==> config.mk <==
export PLATFORM = sky130hd
export DESIGN_NAME = booth_accum_flat
export DESIGN_NICKNAME = d
export VERILOG_FILES = /design/src/rtl/booth_pkg.sv /design/src/rtl/booth_accum_if.sv /design/src/rtl/booth_accum_ctrl.sv /design/src/rtl/booth_accum.sv /design/src/flat_wrapper.sv
export SDC_FILE = /design/constraint.sdc
export NUM_CORES = 1
export LEC_CHECK = 0
export ABC_CLOCK_PERIOD_IN_PS = 5040
export CAP_MARGIN = 20
export CORE_MARGIN = 3
export CORE_UTILIZATION = 45
export DETAILED_ROUTE_END_ITERATION = 8
export PLACE_DENSITY = 0.73
export REMOVE_ABC_BUFFERS = 1
export SYNTH_ARGS = -nofsm -noshare
export SYNTH_HDL_FRONTEND = slang
export SYNTH_SLANG_ARGS = --single-unit
==> constraint.sdc <==
create_clock -name clk -period 5.04 [get_ports clk]
set_input_delay 1.512 -clock clk [delete_from_list [all_inputs] [get_ports clk]]
set_output_delay 1.512 -clock clk [all_outputs]
set_load 0.05 [all_outputs]
==> src/rtl/booth_pkg.sv <==
// rtl/booth_pkg.sv - shared widths, limits and FSM state type for the Booth product accumulator
package booth_pkg;
  localparam int WIDTH   = 5;
  localparam int MAX_LEN = 16;
  localparam int PROD_W  = 2 * WIDTH;
  localparam int ACC_W   = PROD_W + 4;
  localparam int LEN_W   = 5;

  typedef enum logic [1:0] {
    IDLE,
    ACCUM,
    HOLD
  } state_t;
endpackage

==> src/rtl/booth_accum_if.sv <==
// rtl/booth_accum_if.sv - command, product-input and result handshake bundle of booth_accum
interface booth_accum_if;
  import booth_pkg::*;

  logic              start;
  logic [LEN_W-1:0]  len;
  logic [PROD_W-1:0] prod;
  logic              in_valid;
  logic              in_ready;
  logic [ACC_W-1:0]  acc_out;
  logic              out_valid;
  logic              out_ready;
  logic              busy;
  logic              err;

  modport master (
    output start, len, prod, in_valid, out_ready,
    input  in_ready, acc_out, out_valid, busy, err
  );

  modport slave (
    input  start, len, prod, in_valid, out_ready,
    output in_ready, acc_out, out_valid, busy, err
  );
endinterface

==> src/rtl/booth_accum_ctrl.sv <==
// rtl/booth_accum_ctrl.sv - IDLE/ACCUM/HOLD sequencing and remaining-term counter
module booth_accum_ctrl
  import booth_pkg::*;
#(
  parameter int MAX_TERMS = MAX_LEN
) (
  input  logic             clk,
  input  logic             rst,
  input  logic             start,
  input  logic [LEN_W-1:0] len,
  input  logic             in_valid,
  input  logic             out_ready,
  output logic             in_ready,
  output logic             out_valid,
  output logic             busy,
  output logic             err,
  output logic             load,
  output logic             take
);

  localparam logic [LEN_W-1:0] MAX_V = LEN_W'(MAX_TERMS);

  state_t           state_q, state_d;
  logic [LEN_W-1:0] rem_q, rem_d;
  logic             err_q, err_d;
  logic             len_ok;

  assign len_ok    = (len != '0) && (len <= MAX_V);
  assign in_ready  = (state_q == ACCUM);
  assign out_valid = (state_q == HOLD);
  assign busy      = (state_q != IDLE);
  assign take      = in_valid && in_ready;
  assign err       = err_q;

  always_ff @(posedge clk) begin
    if (rst) begin
      state_q <= IDLE;
      rem_q   <= '0;
      err_q   <= 1'b0;
    end else begin
      state_q <= state_d;
      rem_q   <= rem_d;
      err_q   <= err_d;
    end
  end

  always_comb begin
    state_d = state_q;
    rem_d   = rem_q;
    err_d   = 1'b0;
    load    = 1'b0;
    case (state_q)
      IDLE: begin
        if (start) begin
          if (len_ok) begin
            load    = 1'b1;
            rem_d   = len;
            state_d = ACCUM;
          end else begin
            err_d = 1'b1;
          end
        end
      end
      ACCUM: begin
        if (take) begin
          rem_d = rem_q - 1'b1;
          if (rem_q == LEN_W'(1)) state_d = HOLD;
        end
      end
      HOLD: begin
        // start in this cycle is dropped; IDLE only sees start from its first cycle
        if (out_ready) state_d = IDLE;
      end
      default: state_d = IDLE;
    endcase
  end
endmodule

==> src/rtl/booth_accum.sv <==
// rtl/booth_accum.sv - sums a programmed number of signed Booth products into one result
module booth_accum #(
  parameter int WIDTH   = booth_pkg::WIDTH,
  parameter int MAX_LEN = booth_pkg::MAX_LEN
) (
  input logic          clk,
  input logic          rst,
  booth_accum_if.slave bus
);

  localparam int PROD_W = 2 * WIDTH;
  localparam int ACC_W  = PROD_W + 4;

  logic [ACC_W-1:0] acc;
  logic             load;
  logic             take;

  booth_accum_ctrl #(
    .MAX_TERMS(MAX_LEN)
  ) u_ctrl (
    .clk      (clk),
    .rst      (rst),
    .start    (bus.start),
    .len      (bus.len),
    .in_valid (bus.in_valid),
    .out_ready(bus.out_ready),
    .in_ready (bus.in_ready),
    .out_valid(bus.out_valid),
    .busy     (bus.busy),
    .err      (bus.err),
    .load     (load),
    .take     (take)
  );

  // four guard bits cover MAX_LEN worst-case products, so no saturation is needed
  always_ff @(posedge clk) begin
    if (rst) begin
      acc <= '0;
    end else if (load) begin
      acc <= '0;
    end else if (take) begin
      acc <= acc + {{(ACC_W-PROD_W){bus.prod[PROD_W-1]}}, bus.prod};
    end
  end

  assign bus.acc_out = acc;
endmodule
==> src/flat_wrapper.sv <==
// flat-port wrapper written by rule: the top's interface ports become plain ports
module booth_accum_flat 
#(
  parameter int WIDTH   = booth_pkg::WIDTH,
  parameter int MAX_LEN = booth_pkg::MAX_LEN
)
  (clk, rst, bus_start, bus_len, bus_prod, bus_in_valid, bus_out_ready, bus_in_ready, bus_acc_out, bus_out_valid, bus_busy, bus_err);
  booth_accum_if bus_i ();
  input logic clk;
  input logic rst;
  input wire logic [$bits(bus_i.start)-1:0] bus_start;
  input wire logic [$bits(bus_i.len)-1:0] bus_len;
  input wire logic [$bits(bus_i.prod)-1:0] bus_prod;
  input wire logic [$bits(bus_i.in_valid)-1:0] bus_in_valid;
  input wire logic [$bits(bus_i.out_ready)-1:0] bus_out_ready;
  output wire logic [$bits(bus_i.in_ready)-1:0] bus_in_ready;
  output wire logic [$bits(bus_i.acc_out)-1:0] bus_acc_out;
  output wire logic [$bits(bus_i.out_valid)-1:0] bus_out_valid;
  output wire logic [$bits(bus_i.busy)-1:0] bus_busy;
  output wire logic [$bits(bus_i.err)-1:0] bus_err;
  assign bus_i.start = bus_start;
  assign bus_i.len = bus_len;
  assign bus_i.prod = bus_prod;
  assign bus_i.in_valid = bus_in_valid;
  assign bus_i.out_ready = bus_out_ready;
  assign bus_in_ready = bus_i.in_ready;
  assign bus_acc_out = bus_i.acc_out;
  assign bus_out_valid = bus_i.out_valid;
  assign bus_busy = bus_i.busy;
  assign bus_err = bus_i.err;
  booth_accum #(.WIDTH(WIDTH), .MAX_LEN(MAX_LEN)) u_core (.clk(clk), .rst(rst), .bus(bus_i));
endmodule
# Word-level counts from Yosys, hierarchy flattened
# Index checks and enable logic that the tools add are counted.
[word_totals]
output_inout_bits = 18
mem_bits_ro = 0
mem_bits_rw = 0
inputBits = 20
mem_count = 0
latch_bits = 0
wordCells = 41
reg_bits = 22
[op_classes]
n_bitwise = 2
magnitude_cmp = 1
n_div = 0
reduce_logical = 10
mux = 14
add_sub_neg = 2
n_eq_ne = 8
mul = 0
shift = 0
[ops]
columns = ["op", "n"]
rows = [
  ["2-to-1 mux 5 bit", 3],
  ["adder 14 bit", 1],
  ["2-to-1 mux 2 bit", 5],
  ["case mux 5 bit (2 select lines)", 1],
  ["!= test 2 bit, second input constant", 3],
  ["case mux 2 bit (3 select lines)", 1],
  ["== test 5 x 1 -> 1 bit, second input constant", 1],
  ["<= comparator 5 bit, second input constant", 1],
  ["AND reduction 5 bit", 1],
  ["nonzero test 5 bit", 1],
  ["subtractor 5 x 1 -> 5 bit, second input constant", 1],
  ["2-to-1 mux 1 bit", 4],
  ["!= test 2 x 1 -> 1 bit, second input constant", 2],
  ["AND reduction 4 bit", 1],
  ["nonzero test 2 bit", 2],
  ["OR reduction 3 bit", 1],
  ["== test 2 x 1 -> 1 bit, second input constant", 1],
  ["== test 2 bit, second input constant", 1],
  ["logical AND 1 bit", 2],
  ["zero test 2 bit", 1],
  ["inverter 1 bit", 2],
  ["OR reduction 2 bit", 1],
]

# Depth between registers and ports, before layout
[logic_depth]
word_depth = 6
mapped_depth = 8
ltp_nobuf = 8

# Cells and area by module
# A second synthesis with hierarchy kept.
[hier_totals]
cells_unflattened = 202
hier_area_um2 = 1660.3
[by_module_without_submodules]
columns = ["module", "n_inst", "cells_each", "seq_area_each_um2", "area_each_um2"]
rows = [
  ["booth_accum", 1, 136, 280.3, 1106.1],
  ["booth_accum_ctrl", 1, 66, 160.2, 554.3],
]

# Least setup slack after synthesis
# OpenSTA, ideal clock, no wires.
[synth_path]
path_kind = "input -> register"
startpoint = "input port bus_prod[0]"
endpoint = "register u_core.acc[10] (netlist: u_core.bus.acc_out[10])"
arrival_ns = 3.095
path_slack_ns = 1.822
stages = 8
setup_ns = 0.123
path_buffers = 0
cell_sequence = "ha_1 > fa_1 > a21oi_1 > o211ai_1 > a21bo_2 > a21boi_0 > xor2_1 > o21ai_0"
[synth_via]
elab_chain_cells = 1
[synth_rtl]
columns = ["item", "line_no", "text"]
rows = [
  ["start, declared", "flat_wrapper.sv:13", "input wire logic [$bits(bus_i.prod)-1:0] bus_prod;"],
  ["adder 14 bit", "booth_accum.sv:42", "acc <= acc + {{(ACC_W-PROD_W){bus.prod[PROD_W-1]}}, bus.prod};"],
  ["end signal, assigned", "booth_accum.sv:42", ""],
  ["end, declared", "booth_accum.sv:14", "logic [ACC_W-1:0] acc;"],
]
# Every way passes these cells.
# A chain may end at the register's enable or synchronous reset.

# Final worst setup path
# Same ends and word-level chain as after synthesis.

==> out/metrics.cfg <==
[outcome]
outcome = complete, no violations

[synth]
synth-edff-count = 0
netlist_area_mm2 = 0.00155
yosysUniqueCellTypes = 41
ys.flop_type = dfxtp_1
syn-instance-count = 201
postSynthAreaPerCell_um2 = 7.72
yosys-top-cells-area = dfxtp_1, ha_1, a21oi_1
yosysWarnings = 0
ys_async_sr_fraction_pct = 0
synth_top_cell_by_area = dfxtp_1
synth-seq-area-share_pct = 28.4
ys_ff_latch = 22
synth_most_common_cell = a21oi_1
synthTopCellsByCount = a21oi_1, dfxtp_1, nand2_1
yosysTopAreaCellShare_pct = 28.4

[route]
ant_nets = 0
vias = 1606
drc = 0
wl_per_cell_um = 13.7
first_pass_iters = 4
drt_wl_total_mm = 3.81
drt_iter0_drc = 93
vias_per_cell = 5.78

[clock_tree]
post_cts_buffers = 0
cts_tree = built
htree_num_levels = 1
cts_buffer_depth = 2
clock-sinks = 22
root_buffer = clkbuf_4
ctsHoldBuffers = 0
cts_buffers = 3
clock_latency_ns = 0.30
clk_transition_reported_paths_ns = 0.12
ctsResizeCount = 0

[setup_path]
path_delay_family = compound AO/OA/AOI/OAI gates
slowest_stage = fa_1
worstSetupPathType = input pin to flip-flop
end_kind = flip-flop
slowest_delay_ns = 0.42
path_buf_inv = 1
critPathLaunchType = input pin
arrival_ns = 3.70
crit_required_ns = 5.24
crit_path_cell_trace = clkdlybuf4s50_1 -> ha_1 -> fa_1 -> a21oi_1 -> o211ai_1 -> a21bo_2 -> a21boi_0 -> xor2_1 -> o21ai_0
crit_fanout = 3

[job]
maxCapViolCount = 0

[die]
ios = 38
start_util_pct = 48.8
die_area_mm2 = 0.00419
rows = 20
die_y_um = 64.7
core-area_mm2 = 0.00318
die_w_um = 64.7

[sta]
slew_viol_final = 0
fin_crit_ns = 3.50
relSlewSlack_pct = 44.1
fin_tns_setup_ns = 0
hold_violations = 0
worst_clock_skew_ns = 0.00827
tightestPinTransition_ns = 0.838
fin_crit_sh_pct = 69.4
setup_viol = 0
fmax_ghz = 0.286
grt_setup_unrepaired = no

[global_route]
antenna_found_initial = 0
grt_max_degree = 23
overflow = 0
grt_pass1_wl_mm = 6.77
track_usage_pct = 19.9
grt_pass1_vias = 1551

[power_and_ir_drop]
power_uw = 399
ir_drop_mv = 0.165
pwr_density_cell_mw_per_mm2 = 203
p_leak_nw = 0.790

[placement]
routabilityCongestion = 0.899
port_buffers = 37
hpwl_mm = 2.97

[final_layout]
drive_gt1_share_pct = 2.99
areaGrowthSynthToFinish_pct = 26.8
diodes = 0
num-nets-final = 272
utilization_pct = 61.9

[hold_path]
hp-class = flip-flop to flip-flop

==> placed cells by master (no fill, tap or decap), types with 4 or more instances in the layout <==
master / netlist / final
a21oi_1: 23 / 23
a21o_1: 4 / 4
ha_1: 15 / 15
o21ai_0: 14 / 14
and2_1: 4 / 4
a211oi_1: 7 / 7
nand3_1: 13 / 13
clkdlybuf4s50_1: 0 / 37
nor3_1: 4 / 4
nand2_1: 21 / 21
nor2_1: 16 / 16
dfxtp_1: 22 / 22
xnor2_1: 4 / 4
inv_1: 8 / 8
==> sequential cells by signal (all words and copies together) (netlist names) <==
register,cells
u_core.u_ctrl.err,1
u_core.bus.acc_out,14
u_core.u_ctrl.state_q,2
u_core.u_ctrl.rem_q,5
==> kinds of logic after synthesis <==
family                   after synthesis  share of synthesized area, %
XOR/XNOR                               7                          3.95
adder cells (fa/ha/maj)               16                          13.4
flip-flops                            22                          28.4
multiplexers                           1                         0.645
buffers and inverters                 16                          4.27
AO/OA/AOI/OAI                         62                          24.7
AND/OR/NAND/NOR                       77                          24.7
==> routing by layer <==
metal	vias up	GRT usage (%)	share of wire, %
met2	57	30.5	44
met5	-	0	0
met4	0	7.12	2.0
met3	8	6.07	6.9
li1	799	-	-
met1	742	26.1	47
==> where the power goes <==
group | leakage [nW] | total (mW) | switching [mW] | internal (mW)
registers | 0.179 | 0.190 | 0.00718 | 0.183
clock network | 0.0138 | 0.0789 | 0.0510 | 0.0279
logic | 0.597 | 0.130 | 0.0776 | 0.0522
==> final timing paths <==
check             slack (ns)                        to                     start  cells past startpoint
hold / removal          0.45  u_core.u_ctrl.state_q[0]  u_core.u_ctrl.state_q[1]                      1
setup / recovery        1.54    u_core.bus.acc_out[10]               bus_prod[0]                      9
setup reg to reg        2.80    u_core.bus.acc_out[10]     u_core.bus.acc_out[0]                      8
hold reg to reg         0.45  u_core.u_ctrl.state_q[0]  u_core.u_ctrl.state_q[1]                      1
==> cell type report <==
cell class | instances | area (µm²)
clock buffer | 3 | 22.5
fill | 317 | 1210
inverter | 9 | 33.8
multi-input combinational | 163 | 1040
sequential | 22 | 440
tap | 44 | 55.1
timing repair buffer | 37 | 370
==> through the flow <==
step / cell area (µm²) / std cells / setup slack, ns / hold WS (ns)
after floorplan: 1520 / 194 / 1.82 / 0.417
after global placement: 1940 / 275 / 1.28 / 0.431
after detailed placement: 1940 / 275 / 1.22 / 0.442
after CTS: 1970 / 278 / 1.55 / 0.462
after global routing: 1970 / 278 / 1.39 / 0.516
final: 1970 / 278 / 1.54 / 0.452
(Power assumes the default switching activity.)
